===== src/rtl/beamformer_sequencer.sv =====
// Frame sequencer for the filter/beamformer datapath: capture, per-word slice
// replay, pipeline drain, then handshaked readout of the beam RAM.
module beamformer_sequencer #(
    parameter int NUM_SAMPLES  = 2048,
    parameter int OUT_LEN      = 1024,
    parameter int DRAIN_CYCLES = 8
) (
    input  logic        clk,
    input  logic        rst,
    input  logic        start,
    input  logic        filt_valid,
    input  logic        rd_ready,
    output logic [10:0] readin_address,
    output logic        output_read_en,
    output logic        startbeamformer,
    output logic [1:0]  slice_state,
    output logic [15:0] sample_index,
    output logic [9:0]  sumout_address,
    output logic        sumouten,
    output logic        out_valid,
    output logic        busy,
    output logic        done
);

    localparam int              DW         = (DRAIN_CYCLES > 1) ? $clog2(DRAIN_CYCLES) : 1;
    localparam logic [10:0]     LAST_ADDR  = 11'(NUM_SAMPLES - 1);
    localparam logic [9:0]      LAST_SUM   = 10'(OUT_LEN - 1);
    localparam logic [DW-1:0]   DRAIN_LOAD = DW'(DRAIN_CYCLES - 1);

    typedef enum logic [2:0] {
        IDLE, CAPTURE, P_ADDR, P_SLICE, DRAIN, READOUT, DONE
    } state_t;

    state_t        state, state_n;
    logic [10:0]   addr_n;
    logic          ren_n, sb_n, ov_n, busy_n, done_n;
    logic [1:0]    slice_n;
    logic [9:0]    sum_n;
    logic [DW-1:0] drain_cnt, drain_n;

    assign sumouten = (state == READOUT) && rd_ready;

    always_ff @(posedge clk or negedge rst) begin
        if (!rst) begin
            state           <= IDLE;
            readin_address  <= '0;
            output_read_en  <= 1'b0;
            startbeamformer <= 1'b0;
            slice_state     <= '0;
            sample_index    <= '0;
            sumout_address  <= '0;
            out_valid       <= 1'b0;
            busy            <= 1'b0;
            done            <= 1'b0;
            drain_cnt       <= '0;
        end else begin
            state           <= state_n;
            readin_address  <= addr_n;
            output_read_en  <= ren_n;
            startbeamformer <= sb_n;
            slice_state     <= slice_n;
            sample_index    <= {5'b0, addr_n};
            sumout_address  <= sum_n;
            out_valid       <= ov_n;
            busy            <= busy_n;
            done            <= done_n;
            drain_cnt       <= drain_n;
        end
    end

    // Outputs are registered: next-state logic computes the value each output
    // must hold while the FSM sits in state_n.
    always_comb begin
        state_n = state;
        addr_n  = readin_address;
        ren_n   = output_read_en;
        sb_n    = startbeamformer;
        slice_n = slice_state;
        sum_n   = sumout_address;
        drain_n = drain_cnt;
        ov_n    = sumouten;
        done_n  = 1'b0;

        case (state)
            IDLE: begin
                addr_n  = '0;
                ren_n   = 1'b0;
                sb_n    = 1'b0;
                slice_n = '0;
                sum_n   = '0;
                drain_n = '0;
                if (start) state_n = CAPTURE;
            end
            CAPTURE: begin
                if (filt_valid) begin
                    if (readin_address == LAST_ADDR) begin
                        state_n = P_ADDR;
                        addr_n  = '0;
                        ren_n   = 1'b1;
                        sb_n    = 1'b1;
                        slice_n = '0;
                    end else begin
                        addr_n = readin_address + 11'd1;
                    end
                end
            end
            P_ADDR: begin
                state_n = P_SLICE;
                slice_n = 2'd1;
            end
            P_SLICE: begin
                if (slice_state == 2'd3) begin
                    slice_n = '0;
                    if (readin_address == LAST_ADDR) begin
                        state_n = DRAIN;
                        ren_n   = 1'b0;
                        drain_n = DRAIN_LOAD;
                    end else begin
                        state_n = P_ADDR;
                        addr_n  = readin_address + 11'd1;
                    end
                end else begin
                    slice_n = slice_state + 2'd1;
                end
            end
            DRAIN: begin
                if (drain_cnt == '0) begin
                    state_n = READOUT;
                    sb_n    = 1'b0;
                    sum_n   = '0;
                end else begin
                    drain_n = drain_cnt - 1'b1;
                end
            end
            READOUT: begin
                if (rd_ready) begin
                    sum_n = sumout_address + 10'd1;
                    if (sumout_address == LAST_SUM) begin
                        state_n = DONE;
                        done_n  = 1'b1;
                    end
                end
            end
            DONE: begin
                state_n = IDLE;
                addr_n  = '0;
                ren_n   = 1'b0;
                sb_n    = 1'b0;
                slice_n = '0;
                sum_n   = '0;
            end
            default: state_n = IDLE;
        endcase

        busy_n = (state_n != IDLE);
    end

endmodule


===== config.mk =====
export PLATFORM = sky130hd
export DESIGN_NAME = beamformer_sequencer
export DESIGN_NICKNAME = d
export VERILOG_FILES = /design/src/rtl/beamformer_sequencer.sv
export SDC_FILE = /design/constraint.sdc
export NUM_CORES = 1
export LEC_CHECK = 0
export BUFFER_PORTS_ARGS = -buffer_cell sky130_fd_sc_hd__clkbuf_2
export CAP_MARGIN = 30
export CORE_MARGIN = 5
export CORE_UTILIZATION = 32
export DETAILED_ROUTE_END_ITERATION = 8
export PLACE_DENSITY = 0.59
export SYNTH_ARGS = -nofsm -noshare
export SYNTH_HDL_FRONTEND = slang
export SYNTH_SLANG_ARGS = --single-unit

===== constraint.sdc =====
create_clock -name clk -period 4.7 [get_ports clk]
set_input_delay 0.705 -clock clk [delete_from_list [all_inputs] [get_ports clk]]
set_output_delay 0.705 -clock clk [all_outputs]
set_load 0.01 [all_outputs]

# Yosys cells after proc, flatten, opt, wreduce, memory -nomap -nowiden
# Index checks and enable logic that the tools add are counted.
[op_classes]
n_eq_ne = 17
muxes = 35
n_addsub = 4
n_reduce_logical = 16
[ops]
columns = ["op", "n"]
rows = [
  ["2-to-1 mux 11 bit", 4],
  ["2-to-1 mux 3 bit", 11],
  ["one-hot mux 11 bit (3 select lines)", 1],
  ["one-hot mux 10 bit (3 select lines)", 1],
  ["2-to-1 mux 10 bit", 2],
  ["one-hot mux 3 bit (6 select lines)", 1],
  ["!= test 2 bit, second input constant", 8],
  ["nonzero test 3 bit", 5],
  ["AND reduction 4 bit", 3],
  ["adder 11 x 1 -> 11 bit, second input constant", 1],
  ["== test 11 bit, second input constant", 1],
  ["adder 10 x 1 -> 10 bit, second input constant", 1],
  ["== test 10 bit, second input constant", 1],
  ["== test 3 bit, second input constant", 3],
  ["one-hot mux 3 bit (3 select lines)", 1],
  ["2-to-1 mux 1 bit", 8],
  ["one-hot mux 2 bit (4 select lines)", 1],
  ["== test 3 x 2 -> 1 bit, second input constant", 2],
  ["zero test 3 bit", 2],
  ["2-to-1 mux 2 bit", 3],
  ["one-hot mux 1 bit (3 select lines)", 2],
  ["AND reduction 3 bit", 2],
  ["AND reduction 5 bit", 1],
  ["nonzero test 4 bit", 1],
  ["6 further kinds", 6],
]
[word_totals]
output_inout_bits = 45
ff_bits = 34
word_cells = 82

# Logic depth before layout (Yosys ltp)
[depth]
word_depth = 5
depth_mapped = 7
depth_no_buf = 7

# Worst setup path before layout
# OpenSTA, ideal clock, no wires.
[synth_timing]
path_type = "register -> output"
start = "register state[0]"
end = "output sumouten"
setup_slack_ps = 2790
n_path_buf = 1
stages_incl_launch_ff = 5
arrival_time_ps = 1205
path_cell_list = "dfrtp_1 > clkbuf_1 > nor2b_1 > nand3_1 > inv_1"
[synth_via]
elab_chain_len = 2
[synth_rtl]
columns = ["item", "line_no", "text"]
rows = [
  ["from (decl)", "34", "state_t state, state_n;"],
  ["from (signal assigned)", "57", "state <= state_n;"],
  ["== test 3 bit", "41", "assign sumouten = (state == READOUT) && rd_ready;"],
  ["logical AND 1 bit", "41", ""],
  ["to (decl)", "19", "output logic sumouten,"],
]
# Every way passes these cells.

# Worst setup path in the final report
# Same ends and word-level chain as after synthesis.

==> impl_metrics.csv <==
group,metric,value,unit
grt,grt_max_degree,35,
synthesis,seq_area_frac_synth,0.423,
sta,finalSetupViolCount,0,
die,die_area,7960,µm²
synthesis,synth.avg_cell_area,8.51,µm²
sta,worst_pin_slew,852,ps
flow_run,cap_violations,0,
synthesis,yosys_warnings,0,
status,status,"complete, no violations",
sta,fin_tns_setup,0,ps
setup_path,critPathLaunch,"state[0]$_DFF_PN0_",
sta,fin_skew,4.56,ps
sta,slew_viol_final,0,
layout,final_nets,277,
setup_path,worst_r2r_endpoint,"sample_index[2]$_DFFE_PN0P_",
layout,fin_util,0.381,
die,chipHeight,89.2,µm
layout,drive_gt1_frac,0.213,
setup_path,path_max_fanout,22,
synthesis,ys.flop_type,"dfrtp_1",
setup_path,critPathCapture,"sumouten",
place,dpl.hpwl,3520,µm
synthesis,async_flop_share,1.00,
layout,postLayoutCellArea,2290,µm²
clocking,ctsRootBufferMaster,"clkbuf_8",
place,placedInstanceArea,2180,µm²
drt,route.detailed.drc,0,
grt,grt_first_pass_wirelength,7750,µm
synthesis,syn_area,2010,µm²
setup_path,arrival,1970,ps
setup_path,rrSetupSlack,2230,ps
setup_path,r2r_cells,5,
layout,multi_input_area,992,µm²
drt,antenna_left,0,
pwr,p_leak,1.09,nW
clocking,cts.sinks,34,
clocking,hold_buffers,0,
clocking,cts_buffer_depth,2,
place,dp_slack,2250,ps
die,die_w,89.2,µm
die,start_util,0.333,
drt,via_per_inst,5.15,
grt,grtUsageTotal,0.125,
grt,first_global_vias,1532,
sta,setup_slack,2030,ps
layout,fill_cells,635,
layout,diodes,0,
pwr,pwr_density_cell,338,nW/µm²
sta,hold_violations,0,
place,place_congestion,0.859,
sta,fmax,0.374,GHz
drt,drt-total-wl,4740,µm
clocking,clk_pin_slew,70,ps
clocking,cts_tree,"done",
setup_path,start_kind,"flop",
clocking,cts.htree.levels,2,
synthesis,syn-instance-count,236,
pwr,p_total,775,µW
synthesis,synth-edff-count,0,
grt,antenna_found_initial,0,
drt,wl_per_cell,13.8,µm
synthesis,synth_top_area_share,0.423,
clocking,post_cts_buffers,0,
clocking,cts_resized,0,
clocking,clk_latency,280,ps
synthesis,synth-seq-cells,34,
setup_path,crit_type,"flop to primary output",
drt,first_iter_violations,168,
setup_path,cp-end-kind,"primary output",
drt,dr.pass1.iters,4,
place,dp_cells,335,
place,io_buffers,44,
layout,syn_to_final_growth,14.1,%
setup_path,r2r-start,"state[1]$_DFF_PN0_",
sta,period_share,0.568,
layout,seq_area,851,µm²
hold_path,hold_class,"flop to flop",
die,num_io_pins,50,
grt,grt_overflow,0,
synthesis,synth_area_leaders,"dfrtp_1 42%, buf_4 6.4%, o21ai_0 6.2%",
drt,via_count,1768,
setup_path,crit_required,3990,ps
sta,rsz0062_at_grt,"false",
die,rows,28,
clocking,numCtsBuffers,5,
synthesis,synth_top_area_cell,"dfrtp_1",
layout,fin_cells,343,
sta,min_period,2670,ps
die,coreArea,6030,µm²
sta,fin_hold_ws,514,ps
pwr,max-vdd-ir-drop,0.135,mV
sta,max_slew_margin,0.432,
synthesis,synth_cell_types,36,
[how the worst min path moves through the flow]
stage / startpoint / slack (ps) / end / cells past startpoint
after detailed placement: sumout_address[8]$_DFFE_PN0P_ / 510 / sumout_address[8]$_DFFE_PN0P_ / 1
after global placement: sumout_address[8]$_DFFE_PN0P_ / 500 / sumout_address[8]$_DFFE_PN0P_ / 1
after global routing: sumout_address[2]$_DFFE_PN0P_ / 540 / sumout_address[2]$_DFFE_PN0P_ / 1
after CTS: sumout_address[8]$_DFFE_PN0P_ / 520 / sumout_address[8]$_DFFE_PN0P_ / 1
after floorplan: rst / 410 / busy$_DFF_PN0_ / 0
final: sumout_address[8]$_DFFE_PN0P_ / 510 / sumout_address[8]$_DFFE_PN0P_ / 1
[synthesized netlist by cell type, types with 6 or more instances]
library cell and n:
dfrtp_1 34, o22ai_1 6, o31ai_1 7, nand3_1 17, buf_4 17, nand2_1 28, inv_1 7, o21ai_0 25
clkbuf_1 6, nor2_1 19, a21oi_1 10
[routing by layer]
layer	global-route usage	vias up	wire [µm]
met3	0.0332	9	278
met1	0.184	812	2320
met4	0.0474	0	75
met2	0.174	54	2070
li1	-	893	-
met5	0	-	0
[power by group]
group | internal, mW | switching, mW | leakage (nW)
logic | 0.0636 | 0.0959 | 0.608
clock network | 0.148 | 0.100 | 0.0575
registers | 0.316 | 0.0519 | 0.422
total | 0.528 | 0.248 | 1.09
[cell type report]
type                       count  share of cell area
clock buffer                   8              0.0480
multi-input combinational    175               0.433
timing repair buffer          44              0.0960
sequential                    34               0.371
inverter                       7              0.0115
tap                           75              0.0409
[sequential cells by signal, summed over array words and instances (netlist names), 2 cells and up]
name            flops
slice_state         2
state               3
drain_cnt           3
sumout_address     10
sample_index       11
[cells in the final DEF, fill, tap and decap left out, types with 5 or more instances in the layout]
master,n
a21oi_1,10
inv_1,7
o21ai_0,25
nand3_1,17
nand4_1,5
conb_1,5
clkbuf_8,8
dfrtp_1,34
o31ai_1,7
nor2b_1,5
ha_1,5
nand2_1,28
nor2_1,19
o22ai_1,6
clkbuf_2,44
[worst max-delay path: stages, from the launching register on]
cell	delay, ps
dfrtp_1	730
nor2b_1	350
nand3_1	250
inv_1	200
clkbuf_2	160
[cell families after synthesis]
| group | Yosys count | synth area share |
|---|---|---|
| fa+ha+maj | 5 | 0.0311 |
| compound gates | 64 | 0.196 |
| xor+xnor | 4 | 0.0174 |
| other cells | 1 | 0.00187 |
| simple gates | 95 | 0.229 |
| buf+inv | 31 | 0.0903 |
| flops | 34 | 0.423 |
| mux | 2 | 0.0112 |
(Power assumes the default switching activity.)
